**src/rtl/aq_sigcap_seq.sv**
```systemverilog
// ---------------------------------------------------------------------------
// aq_sigcap_seq
// Capture sequencer for the signal-capture buffer. Owns write port A of the
// capture RAM. After ARM it writes a pre-trigger ring, evaluates a
// mask/value (level or rising-edge) trigger or FORCE_TRIG, writes POST_COUNT
// further samples, then stops and reports the trigger and oldest-sample
// addresses.
//
// Ports
//   CAP_CLK               capture clock (sole clock)
//   RST                   synchronous active-high reset
//   CAP_DATA              sample input, taken every rising edge
//   ARM / ABORT           1-cycle command pulses (ABORT wins)
//   FORCE_TRIG            unconditional trigger, honoured only while waiting
//   TRIG_MASK/TRIG_VALUE  trigger compare (mask bit 1 = compare)
//   TRIG_EDGE             0 = level match, 1 = rising edge of match
//   PRE_COUNT/POST_COUNT  samples before trigger eligibility / after trigger
//   A_ADDR/A_WE/A_DO      RAM port A write interface (registered)
//   BUSY/TRIGGERED/DONE   status
//   TRIG_ADDR/START_ADDR  trigger sample address / oldest valid sample
// ---------------------------------------------------------------------------
module aq_sigcap_seq #(
    parameter int ADDR_W = 10,
    parameter int DATA_W = 32
) (
    input  logic              CAP_CLK,
    input  logic              RST,
    input  logic [DATA_W-1:0] CAP_DATA,
    input  logic              ARM,
    input  logic              ABORT,
    input  logic              FORCE_TRIG,
    input  logic [DATA_W-1:0] TRIG_MASK,
    input  logic [DATA_W-1:0] TRIG_VALUE,
    input  logic              TRIG_EDGE,
    input  logic [ADDR_W-1:0] PRE_COUNT,
    input  logic [ADDR_W-1:0] POST_COUNT,
    output logic [ADDR_W-1:0] A_ADDR,
    output logic [3:0]        A_WE,
    output logic [DATA_W-1:0] A_DO,
    output logic              BUSY,
    output logic              TRIGGERED,
    output logic              DONE,
    output logic [ADDR_W-1:0] TRIG_ADDR,
    output logic [ADDR_W-1:0] START_ADDR
);

    typedef enum logic [2:0] {
        ST_IDLE,
        ST_PRE,
        ST_WAIT,
        ST_POST,
        ST_DONE
    } state_t;

    state_t              state_reg, state_next;
    logic [ADDR_W-1:0]   wr_ptr_reg;
    logic [ADDR_W-1:0]   cnt_reg;
    logic [ADDR_W-1:0]   cnt_inc;
    logic                match_d_reg;
    logic [ADDR_W-1:0]   a_addr_reg;
    logic [3:0]          a_we_reg;
    logic [DATA_W-1:0]   a_do_reg;
    logic                busy_reg;
    logic                triggered_reg;
    logic                done_reg;
    logic [ADDR_W-1:0]   trig_addr_reg;
    logic [ADDR_W-1:0]   start_addr_reg;

    logic                match;
    logic                hit;
    logic                capturing;
    logic                arm_take;
    logic                trig_take;

    always_comb begin
        match      = ((CAP_DATA ^ TRIG_VALUE) & TRIG_MASK) == '0;
        hit        = TRIG_EDGE ? (match & ~match_d_reg) : match;
        cnt_inc    = cnt_reg + 1'b1;
        capturing  = (state_reg == ST_PRE) || (state_reg == ST_WAIT) ||
                     (state_reg == ST_POST);
        state_next = state_reg;
        arm_take   = 1'b0;
        trig_take  = 1'b0;
        if (ABORT) begin
            state_next = ST_IDLE;
        end else begin
            case (state_reg)
                ST_IDLE, ST_DONE: begin
                    if (ARM) begin
                        arm_take   = 1'b1;
                        state_next = (PRE_COUNT != '0) ? ST_PRE : ST_WAIT;
                    end
                end
                ST_PRE: begin
                    // The edge that writes sample PRE_COUNT is the last PRE edge;
                    // triggers are not evaluated on it.
                    if (cnt_inc == PRE_COUNT) begin
                        state_next = ST_WAIT;
                    end
                end
                ST_WAIT: begin
                    if (hit || FORCE_TRIG) begin
                        trig_take  = 1'b1;
                        state_next = (POST_COUNT != '0) ? ST_POST : ST_DONE;
                    end
                end
                ST_POST: begin
                    if (cnt_inc == POST_COUNT) begin
                        state_next = ST_DONE;
                    end
                end
                default: state_next = ST_IDLE;
            endcase
        end
    end

    always_ff @(posedge CAP_CLK) begin
        if (RST) begin
            state_reg      <= ST_IDLE;
            wr_ptr_reg     <= '0;
            cnt_reg        <= '0;
            match_d_reg    <= 1'b0;
            a_addr_reg     <= '0;
            a_we_reg       <= 4'h0;
            a_do_reg       <= '0;
            busy_reg       <= 1'b0;
            triggered_reg  <= 1'b0;
            done_reg       <= 1'b0;
            trig_addr_reg  <= '0;
            start_addr_reg <= '0;
        end else begin
            state_reg <= state_next;
            // Status flags mirror the state being entered so they stay registered.
            busy_reg  <= (state_next == ST_PRE) || (state_next == ST_WAIT) ||
                         (state_next == ST_POST);
            done_reg  <= (state_next == ST_DONE);
            a_we_reg  <= (capturing && !ABORT) ? 4'hF : 4'h0;
            if (ABORT) begin
                triggered_reg <= 1'b0;
            end else begin
                if (arm_take) begin
                    wr_ptr_reg    <= '0;
                    cnt_reg       <= '0;
                    triggered_reg <= 1'b0;
                    match_d_reg   <= 1'b0;
                end
                if (capturing) begin
                    a_addr_reg  <= wr_ptr_reg;
                    a_do_reg    <= CAP_DATA;
                    wr_ptr_reg  <= wr_ptr_reg + 1'b1;
                    match_d_reg <= match;
                    cnt_reg     <= cnt_inc;
                end
                if (trig_take) begin
                    trig_addr_reg  <= wr_ptr_reg;
                    start_addr_reg <= wr_ptr_reg - PRE_COUNT;
                    triggered_reg  <= 1'b1;
                    cnt_reg        <= '0;
                end
            end
        end
    end

    assign A_ADDR     = a_addr_reg;
    assign A_WE       = a_we_reg;
    assign A_DO       = a_do_reg;
    assign BUSY       = busy_reg;
    assign TRIGGERED  = triggered_reg;
    assign DONE       = done_reg;
    assign TRIG_ADDR  = trig_addr_reg;
    assign START_ADDR = start_addr_reg;

endmodule
```
**config.mk**
```make
export PLATFORM = sky130hd
export DESIGN_NAME = aq_sigcap_seq
export DESIGN_NICKNAME = d
export VERILOG_FILES = /design/src/rtl/aq_sigcap_seq.sv
export SDC_FILE = /design/constraint.sdc
export NUM_CORES = 1
export LEC_CHECK = 0
export CAP_MARGIN = 10
export CORE_MARGIN = 1.5
export CORE_UTILIZATION = 40
export CTS_BUF_LIST = sky130_fd_sc_hd__clkbuf_16
export CTS_CLUSTER_SIZE = 12
export DETAILED_ROUTE_END_ITERATION = 16
export PLACE_DENSITY = 0.71
export SYNTH_ARGS = -nofsm -noshare
export SYNTH_HDL_FRONTEND = slang
export SYNTH_SLANG_ARGS = --single-unit
```
**constraint.sdc**
```tcl
create_clock -name CAP_CLK -period 4.88 [get_ports CAP_CLK]
set_clock_uncertainty 0.15 [all_clocks]
set_input_delay 0.732 -clock CAP_CLK [delete_from_list [all_inputs] [get_ports CAP_CLK]]
set_output_delay 0.732 -clock CAP_CLK [all_outputs]
set_load 0.03 [all_outputs]
```
==> reports/metrics.yaml, run 1 <==
synth_warnings: 0
clk_latency_ns: 0.35
die_x_um: 114
tightestPinTransition_ns: 0.989
wirelength_mm: 16.2
cts_resized: 0
ys_types: 61
grt_max_degree: 60
clock-root-buffer: "clkbuf_16"
clock_path_buffers: 2
ys.flop_type: "dfxtp_1"
hpwl_mm: 12.0
seqPwrFrac_pct: 42.2
drt_first_pass_iters: 4
die_y_um: 114
synth.avg_cell_area_um2: 7.96
critPathTopFamily: "compound AO/OA/AOI/OAI gates"
grt_pass1_wl_mm: 25.3
rows: 40
io_pins: 191
grt_remaining_overflow: 0
p_switching_w: 0.000438
cpMaxStageDelayCell: "nor4_2"
holdPathStages: 2
wl_per_cell_um: 17.3
post-route-period-util_pct: 63.8
drv_cap: 0
reg2regPathDepth: 8
gp_congestion: 0.892
arrival_ns: 3.21
end_kind: "register"
drc: 0
hold_class: "register to register"
p_comb_share_pct: 15.2
path_max_fanout: 18
core_um2: 12000
numCtsBuffers: 9
p_int_w: 0.00133
layout-drive-gt1-share_pct: 5.08
clkPwrFrac_pct: 42.6
ys_seq_area_share_pct: 36.8
final-setup-viol-count: 0
powerDensity_nw_per_um2: 248
htree_levels: 3
synth_area_um2: 4890
ant_nets: 0
critPathBufInv: 1
ys_ff_latch: 90
async_reset_ff_share_pct: 0
fmax_mhz: 321
io_buffers: 190
post_cts_buffers: 0
slew_headroom_pct: 34.0
p_leak_nw: 2.52
final_design_area_no_fill_um2: 7150
ir_drop_v: 0.000241
area_delta_synth_final_pct: 46.2
clk_pin_slew_ns: 0.06
synth_edf_count: 0
diodes: 0
required_ns: 4.98
p_sw_share_pct: 24.7
largest_reg_flops: 32
rsz0062_at_grt: "no"
cts_tree: "built"
via_per_inst: 5.42
fin_crit_ns: 3.11
numClockSinks: 90
status: "finished, final reports clean"
worst-setup-path-type: "primary input to register"
fin_tns_setup_ns: 0
hold_buffers: 0
vias: 5060
antenna_found_initial: 0
crit_path_max_incr_delay_ns: 0.50
grt_pass1_vias: 5015
synth_fp_nets: 748
start_util_pct: 40.9
final_nets: 916
final-hold-violation-count: 0
drv_slew: 0
path_depth: 8
startpoint_type: "primary input"
synthCells: 614
drt_iter0_markers: 234
track_usage_pct: 25.2
cp_cell_sequence: "clkdlybuf4s50_1 -> xor2_1 -> a22oi_1 -> nand4_1 -> nor4_2 -> a21o_2 -> nand2_1 -> o41ai_1"
placed_area_um2: 6830
n_fill_cell: 1088
die_area_um2: 12900
## Yosys cell counts (all sizes together), types with 6 or more instances
master / number / area share [%]
a21oi: 76 / 7.8
a22oi: 22 / 3.4
buf: 8 / 1.3
clkbuf: 33 / 2.9
dfxtp: 90 / 37
ha: 11 / 2.8
inv: 16 / 1.2
nand2: 106 / 8.1
nand3: 21 / 2.3
nand4: 10 / 1.6
nor2: 28 / 2.3
nor3: 19 / 2.0
nor4: 7 / 1.0
o21ai: 35 / 3.6
or3: 6 / 0.77
xnor2: 22 / 4.1
xor2: 45 / 8.1
## final timing paths
kind                     from       endpoint  slack (ns)
hold reg to reg       A_DO[2]        A_DO[2]        0.31
setup / recovery  CAP_DATA[6]  START_ADDR[9]        1.77
hold / removal        A_DO[2]        A_DO[2]        0.31
setup reg to reg   cnt_reg[0]   state_reg[0]        1.80
## layout by cell type, fill, tap and decap left out, drive strengths merged, types with 2 or more instances in the layout
master         synthesis  routed
a211oi                 5       5
a2bb2oi                2       2
nand2                106     106
nor3b                  2       2
a2111oi                2       2
o211ai                 5       5
o2111ai                2       2
or2                    2       2
bufinv                 0       2
clkinv                 1       4
nand3b                 2       2
nor4                   7       7
dfxtp                 90      90
and3                   2       2
o21ai                 35      35
nand3                 21      21
buf                    8       9
xnor2                 22      22
nand2b                 5       5
a21oi                 76      76
nor2b                  4       4
a21boi                 2       2
clkbuf                33       9
or4                    2       2
inv                   16      16
nand4                 10      10
clkinvlp               0       2
or3                    6       6
nor2                  28      28
a22oi                 22      22
clkdlybuf4s50          0     189
a31oi                  4       4
a21o                   2       2
nor3                  19      19
ha                    11      11
xor2                  45      45
## worst register-to-register path, cell delays in order, from the launching register on
cell and delay [ns]:
dfxtp_1 0.55, ha_1 0.34, nand3_1 0.36, o21ai_0 0.29, nand3_1 0.09, or4_4 0.44
a2111oi_2 0.40, a2bb2oi_1 0.23, a31oi_1 0.11
## area by class of cell
type	count	area [µm²]	area share (%)
timing repair buffer	198	1960	27.4
sequential	90	1800	25.2
clock inverter	7	93.8	1.31
multi-input combinational	466	2820	39.5
inverter	17	63.8	0.893
clock buffer	9	225	3.15
tap	147	184	2.57
## per-stage QoR
stage          worst slack, ns  hold slack (ns)  total power [W]  util (%)  cells
2_1_floorplan             2.33            0.286         0.000874         -    614
3_3_place_gp              1.53            0.292          0.00103      57.1    918
3_5_place_dp              1.43            0.296          0.00103      57.1    918
4_1_cts                   1.77            0.305          0.00179      59.7    934
5_1_grt                   1.58            0.324          0.00183      59.7    934
6_report                  1.77            0.307          0.00177      59.7    934
## cells by family (layout without fill, tap and decap cells)
group / count (synthesis) / count (layout) / share of synthesized area (%)
and+or+nand+nor: 220 / 220 / 21.5
xor gates and xnor gates: 68 / 68 / 12.6
DFF: 90 / 90 / 36.8
adders and majority gates: 12 / 12 / 3.22
muxes: 1 / 1 / 0.205
AOI/OAI and AO/OA: 165 / 165 / 20.0
buffers and inverters: 58 / 231 / 5.58
## metal layers
layer	routed length, µm	vias to the layer above	GRT usage, %
met5	0	-	0
met4	255	0	7.17
met3	1650	19	10.1
met2	7960	207	44.7
met1	6310	2357	27.7
li1	-	2477	-
## power groups by stage
stage | logic [W] | clock network, W | registers, W
2_1_floorplan | 0.0000973 | 0 | 0.000777
3_3_place_gp | 0.000263 | 0 | 0.000764
3_5_place_dp | 0.000266 | 0 | 0.000765
4_1_cts | 0.000269 | 0.000771 | 0.000748
5_1_grt | 0.000288 | 0.000796 | 0.000749
6_report | 0.000269 | 0.000755 | 0.000748
(Power assumes the default switching activity.)
==> inputs of run 2 (changes only) <==
==> constraint.sdc (replaced) <==
create_clock -name CAP_CLK -period 3.3 [get_ports CAP_CLK]
set_clock_uncertainty 0.15 [all_clocks]
set_input_delay 0.495 -clock CAP_CLK [delete_from_list [all_inputs] [get_ports CAP_CLK]]
set_output_delay 0.495 -clock CAP_CLK [all_outputs]
set_load 0.03 [all_outputs]
==> reports/metrics.yaml, run 2 (synthesis gave the netlist of run 1 again) <==
drc: 0
diodes: 0
fin_tns_setup_ns: 0
clk_pin_slew_ns: 0.07
final_cell_mix: "clkdlybuf4s50_1, nand2_1, dfxtp_1"
io_pins: 191
via_per_inst: 5.35
start_util_pct: 40.9
worstHoldStart: "A_DO[10]"
arrival_ns: 2.97
grt_pass1_wl_mm: 25.2
cts_resized: 0
core_um2: 12000
slew_headroom_pct: 45.6
final_core_util_pct: 59.7
p_int_w: 0.00182
htree_levels: 3
reg2reg_from: "cnt_reg[1]"
die_x_um: 114
reg2reg_slack_ns: 0.44
hold_class: "register to register"
post-route-period-util_pct: 86.5
hold_buffers: 0
drt_first_pass_iters: 5
drv_slew: 0
rsz0062_at_grt: "no"
clk_latency_ns: 0.35
hpwl_mm: 11.9
grt_pass1_vias: 4935
final_common_cell: "clkdlybuf4s50_1"
numClockSinks: 90
fmax_mhz: 350
worst-setup-path-type: "register to register"
fin_crit_ns: 2.86
path_max_fanout: 7
p_comb_share_pct: 16.2
layout-drive-gt1-share_pct: 5.44
io_buffers: 190
p_switching_w: 0.000637
gp_congestion: 0.861
cts_tree: "built"
largest_reg_flops: 32
final_nets: 920
clock-root-buffer: "clkbuf_16"
die_area_um2: 12900
track_usage_pct: 24.9
clock_path_buffers: 2
wl_per_cell_um: 17.0
n_fill_cell: 1058
final-hold-violation-count: 0
status: "finished, final reports clean"
final-setup-viol-count: 0
rows: 40
ant_nets: 0
drt_iter0_markers: 317
die_y_um: 114
grt_remaining_overflow: 0
final.setup.worst_slack_ns: 0.444
drv_cap: 0
holdPathStages: 2
seqPwrFrac_pct: 45.0
post_cts_buffers: 0
numCtsBuffers: 9
ir_drop_v: 0.000189
startpoint_type: "register"
clkPwrFrac_pct: 38.8
grt_max_degree: 60
antenna_found_initial: 0
dp_slack_ns: 0.170
area_delta_synth_final_pct: 46.0
required_ns: 3.42
powerDensity_nw_per_um2: 344
end_kind: "register"
p_leak_nw: 2.52
hold_end: "A_DO[10]"
p_sw_share_pct: 25.9
vias: 5010
tightestPinTransition_ns: 0.816
r2r-end: "state_reg[1]"
reg2regPathDepth: 9
wirelength_mm: 15.9
[run 2: cell count changes in the layout (fill, tap and decap cells not counted)]
cell / delta
buf_12: +1
buf_4: +3
bufinv_16: -2
inv_6: +1
[run 2: layer usage]
layer | GRT usage [%] | up-vias | share of wire, %
li1 | - | 2487 | -
met3 | 7.86 | 22 | 9.1
met1 | 29.9 | 2287 | 42
met4 | 9.83 | 0 | 2.3
met2 | 41.6 | 214 | 46
met5 | 0 | - | 0
[run 2: layout make-up]
type	instances	area [µm²]	share of cell area [%]
multi-input combinational	466	2820	39.5
timing repair buffer	202	2000	28.0
sequential	90	1800	25.2
clock buffer	9	225	3.16
tap	147	184	2.58
inverter	17	63.8	0.894
clock inverter	6	42.5	0.596
[run 2: worst max path at each step]
stage	from	end	slack, ns
final	cnt_reg[1]	state_reg[1]	0.44
after global routing	cnt_reg[1]	state_reg[1]	0.26
after CTS	cnt_reg[1]	state_reg[1]	0.50
after detailed placement	PRE_COUNT[1]	START_ADDR[9]	0.17
after global placement	PRE_COUNT[1]	START_ADDR[9]	0.22
after floorplan	cnt_reg[1]	state_reg[0]	0.82
[run 2: worst max-delay path: stages, from the launching register on]
cell and delay, ns:
dfxtp_1 0.43, ha_1 0.31, nand3_1 0.21, buf_4 0.23
nor3_2 0.39, nand3_1 0.16, and4_1 0.21, o2111ai_1 0.19
o311ai_0 0.26, a21oi_1 0.23
[run 2: power groups by stage]
stage / Clock (W) / Sequential, W / Combinational, W
2_1_floorplan: 0 / 0.00115 / 0.000144
3_3_place_gp: 0 / 0.00113 / 0.000392
3_5_place_dp: 0 / 0.00113 / 0.000397
4_1_cts: 0.000975 / 0.00111 / 0.000399
5_1_grt: 0.00101 / 0.00111 / 0.000430
6_report: 0.000953 / 0.00111 / 0.000399
[run 2: stage by stage]
| step | cell area [µm²] | power [W] | std cells | hold slack (ns) |
|---|---|---|---|---|
| after global placement | 6870 | 0.00152 | 922 | 0.292 |
| after global routing | 7140 | 0.00255 | 937 | 0.317 |
| after CTS | 7140 | 0.00248 | 937 | 0.306 |
| after floorplan | 4890 | 0.00129 | 614 | 0.286 |
| final | 7140 | 0.00246 | 937 | 0.306 |
| after detailed placement | 6870 | 0.00153 | 922 | 0.296 |
==> inputs of run 3 (changes only) <==
--- a/config.mk
+++ b/config.mk
@@ -7,11 +7,12 @@
 export LEC_CHECK = 0
 export CAP_MARGIN = 10
 export CORE_MARGIN = 1.5
-export CORE_UTILIZATION = 40
+export CORE_UTILIZATION = 44
 export CTS_BUF_LIST = sky130_fd_sc_hd__clkbuf_16
 export CTS_CLUSTER_SIZE = 12
 export DETAILED_ROUTE_END_ITERATION = 16
-export PLACE_DENSITY = 0.71
+export PLACE_DENSITY = 0.78
+export SLEW_MARGIN = 5
 export SYNTH_ARGS = -nofsm -noshare
 export SYNTH_HDL_FRONTEND = slang
 export SYNTH_SLANG_ARGS = --single-unit
==> reports/metrics.yaml, run 3 (synthesis gave the netlist of run 1 again) <==
hold_ws_ns: 0.305
cts_tree: "built"
final-setup-viol-count: 0
grt_pass1_wl_mm: 24.1
final_design_area_no_fill_um2: 7160
required_ns: 3.38
crit_path_max_incr_delay_ns: 0.46
cpMaxStageDelayCell: "or4_1"
ant_nets: 0
wl_per_cell_um: 16.5
ir_drop_v: 0.000230
final-hold-violation-count: 0
rows: 38
grt_max_degree: 60
tightestPinTransition_ns: 0.622
clk_latency_ns: 0.34
hpwl_mm: 11.6
post_cts_buffers: 0
arrival_ns: 2.82
final_nets: 922
final_common_cell: "clkdlybuf4s50_1"
start_util_pct: 45.1
cts_resized: 0
clk_pin_slew_ns: 0.07
htree_levels: 3
antenna_found_initial: 1
gp_congestion: 0.971
grt_pass1_vias: 5072
via_per_inst: 5.47
fmax_mhz: 364
drv_cap: 0
reg2reg_from: "cnt_reg[1]"
cp_cell_sequence: "ha_1 -> nand3_1 -> buf_4 -> or4_1 -> o211ai_1 -> o211ai_1 -> a2111oi_2 -> a2bb2oi_1 -> a31oi_1"
core_um2: 10800
drt_iter0_markers: 309
io_buffers: 190
path_max_fanout: 9
wirelength_mm: 15.5
end_kind: "register"
fin_crit_ns: 2.75
p_leak_nw: 2.54
worst-setup-path-type: "register to register"
die_x_um: 108
io_pins: 191
rsz0062_at_grt: "no"
multiInputGateArea_um2: 2820
drc: 0
track_usage_pct: 26.2
slew_headroom_pct: 58.5
grt_remaining_overflow: 0
numCtsBuffers: 9
vias: 5112
r2r-end: "state_reg[0]"
largest_reg_flops: 32
layout-drive-gt1-share_pct: 5.80
regArea_um2: 1800
n_fill_cell: 937
area_delta_synth_final_pct: 46.4
holdPathStages: 2
hold_class: "register to register"
post-route-period-util_pct: 83.3
status: "finished, final reports clean"
hold_buffers: 0
placed_area_um2: 6860
numClockSinks: 90
die_y_um: 108
die_area_um2: 11800
hold_end: "A_DO[19]"
clock_path_buffers: 2
final_cell_mix: "clkdlybuf4s50_1, nand2_1, dfxtp_1"
drt_first_pass_iters: 5
reg2reg_slack_ns: 0.55
fin_tns_setup_ns: 0
powerDensity_nw_per_um2: 353
reg2regPathDepth: 9
clock-root-buffer: "clkbuf_16"
drv_slew: 0
crit_top_cell: "o211ai_1"
worstHoldStart: "A_DO[19]"
startpoint_type: "register"
[run 3: how the worst max path moves through the flow]
stage	from	end	slack, ns	cells past startpoint
2_1_floorplan	cnt_reg[1]	state_reg[0]	0.82	9
3_3_place_gp	PRE_COUNT[0]	START_ADDR[6]	0.36	10
3_5_place_dp	CAP_DATA[30]	cnt_reg[4]	0.28	10
4_1_cts	cnt_reg[1]	state_reg[0]	0.56	9
5_1_grt	cnt_reg[1]	state_reg[0]	0.37	9
6_report	cnt_reg[1]	state_reg[0]	0.55	9
[run 3: critical path, delay by kind of cell (launching register included)]
kind,cells,cell delay [ns]
AO/OA/AOI/OAI,5,0.90
adder cells (fa/ha/maj),1,0.31
buffers and inverters,1,0.21
flip-flops,1,0.44
AND/OR/NAND/NOR,2,0.61
[run 3: through the flow]
stage | setup WS, ns | cells | utilization (%) | total power, W
finish | 0.552 | 934 | 66.0 | 0.00253
global route | 0.374 | 934 | 66.0 | 0.00261
CTS | 0.565 | 933 | 66.0 | 0.00254
detailed placement | 0.285 | 917 | 63.3 | 0.00152
global placement | 0.358 | 917 | 63.3 | 0.00152
floorplan | 0.816 | 614 | - | 0.00129
[run 3: final cells by class]
cell class / instances / area share [%]
clock inverters: 7 / 0.944
inverters: 17 / 0.891
multi-input cells: 466 / 39.4
well taps: 140 / 2.45
diodes: 1 / 0.0350
clock buffers: 9 / 3.15
flip-flops and latches: 90 / 25.2
repair buffers: 204 / 28.0
[run 3: power by group]
part           internal, W  leakage (nW)  total (W)  switching (W)
logic             0.000215          1.67   0.000396       0.000181
registers          0.00110         0.726    0.00110     0.00000812
clock network     0.000534         0.142    0.00103       0.000491
total              0.00185          2.54    0.00253       0.000680
[run 3: routing by layer]
metal | routed length [µm] | part of all wire (%) | track usage [%] | up-vias
li1 | - | - | - | 2494
met1 | 5980 | 39 | 30.4 | 2340
met2 | 7440 | 48 | 44.1 | 245
met3 | 1560 | 10 | 7.53 | 33
met4 | 478 | 3.1 | 12.7 | 0
met5 | 0 | 0 | 0 | -
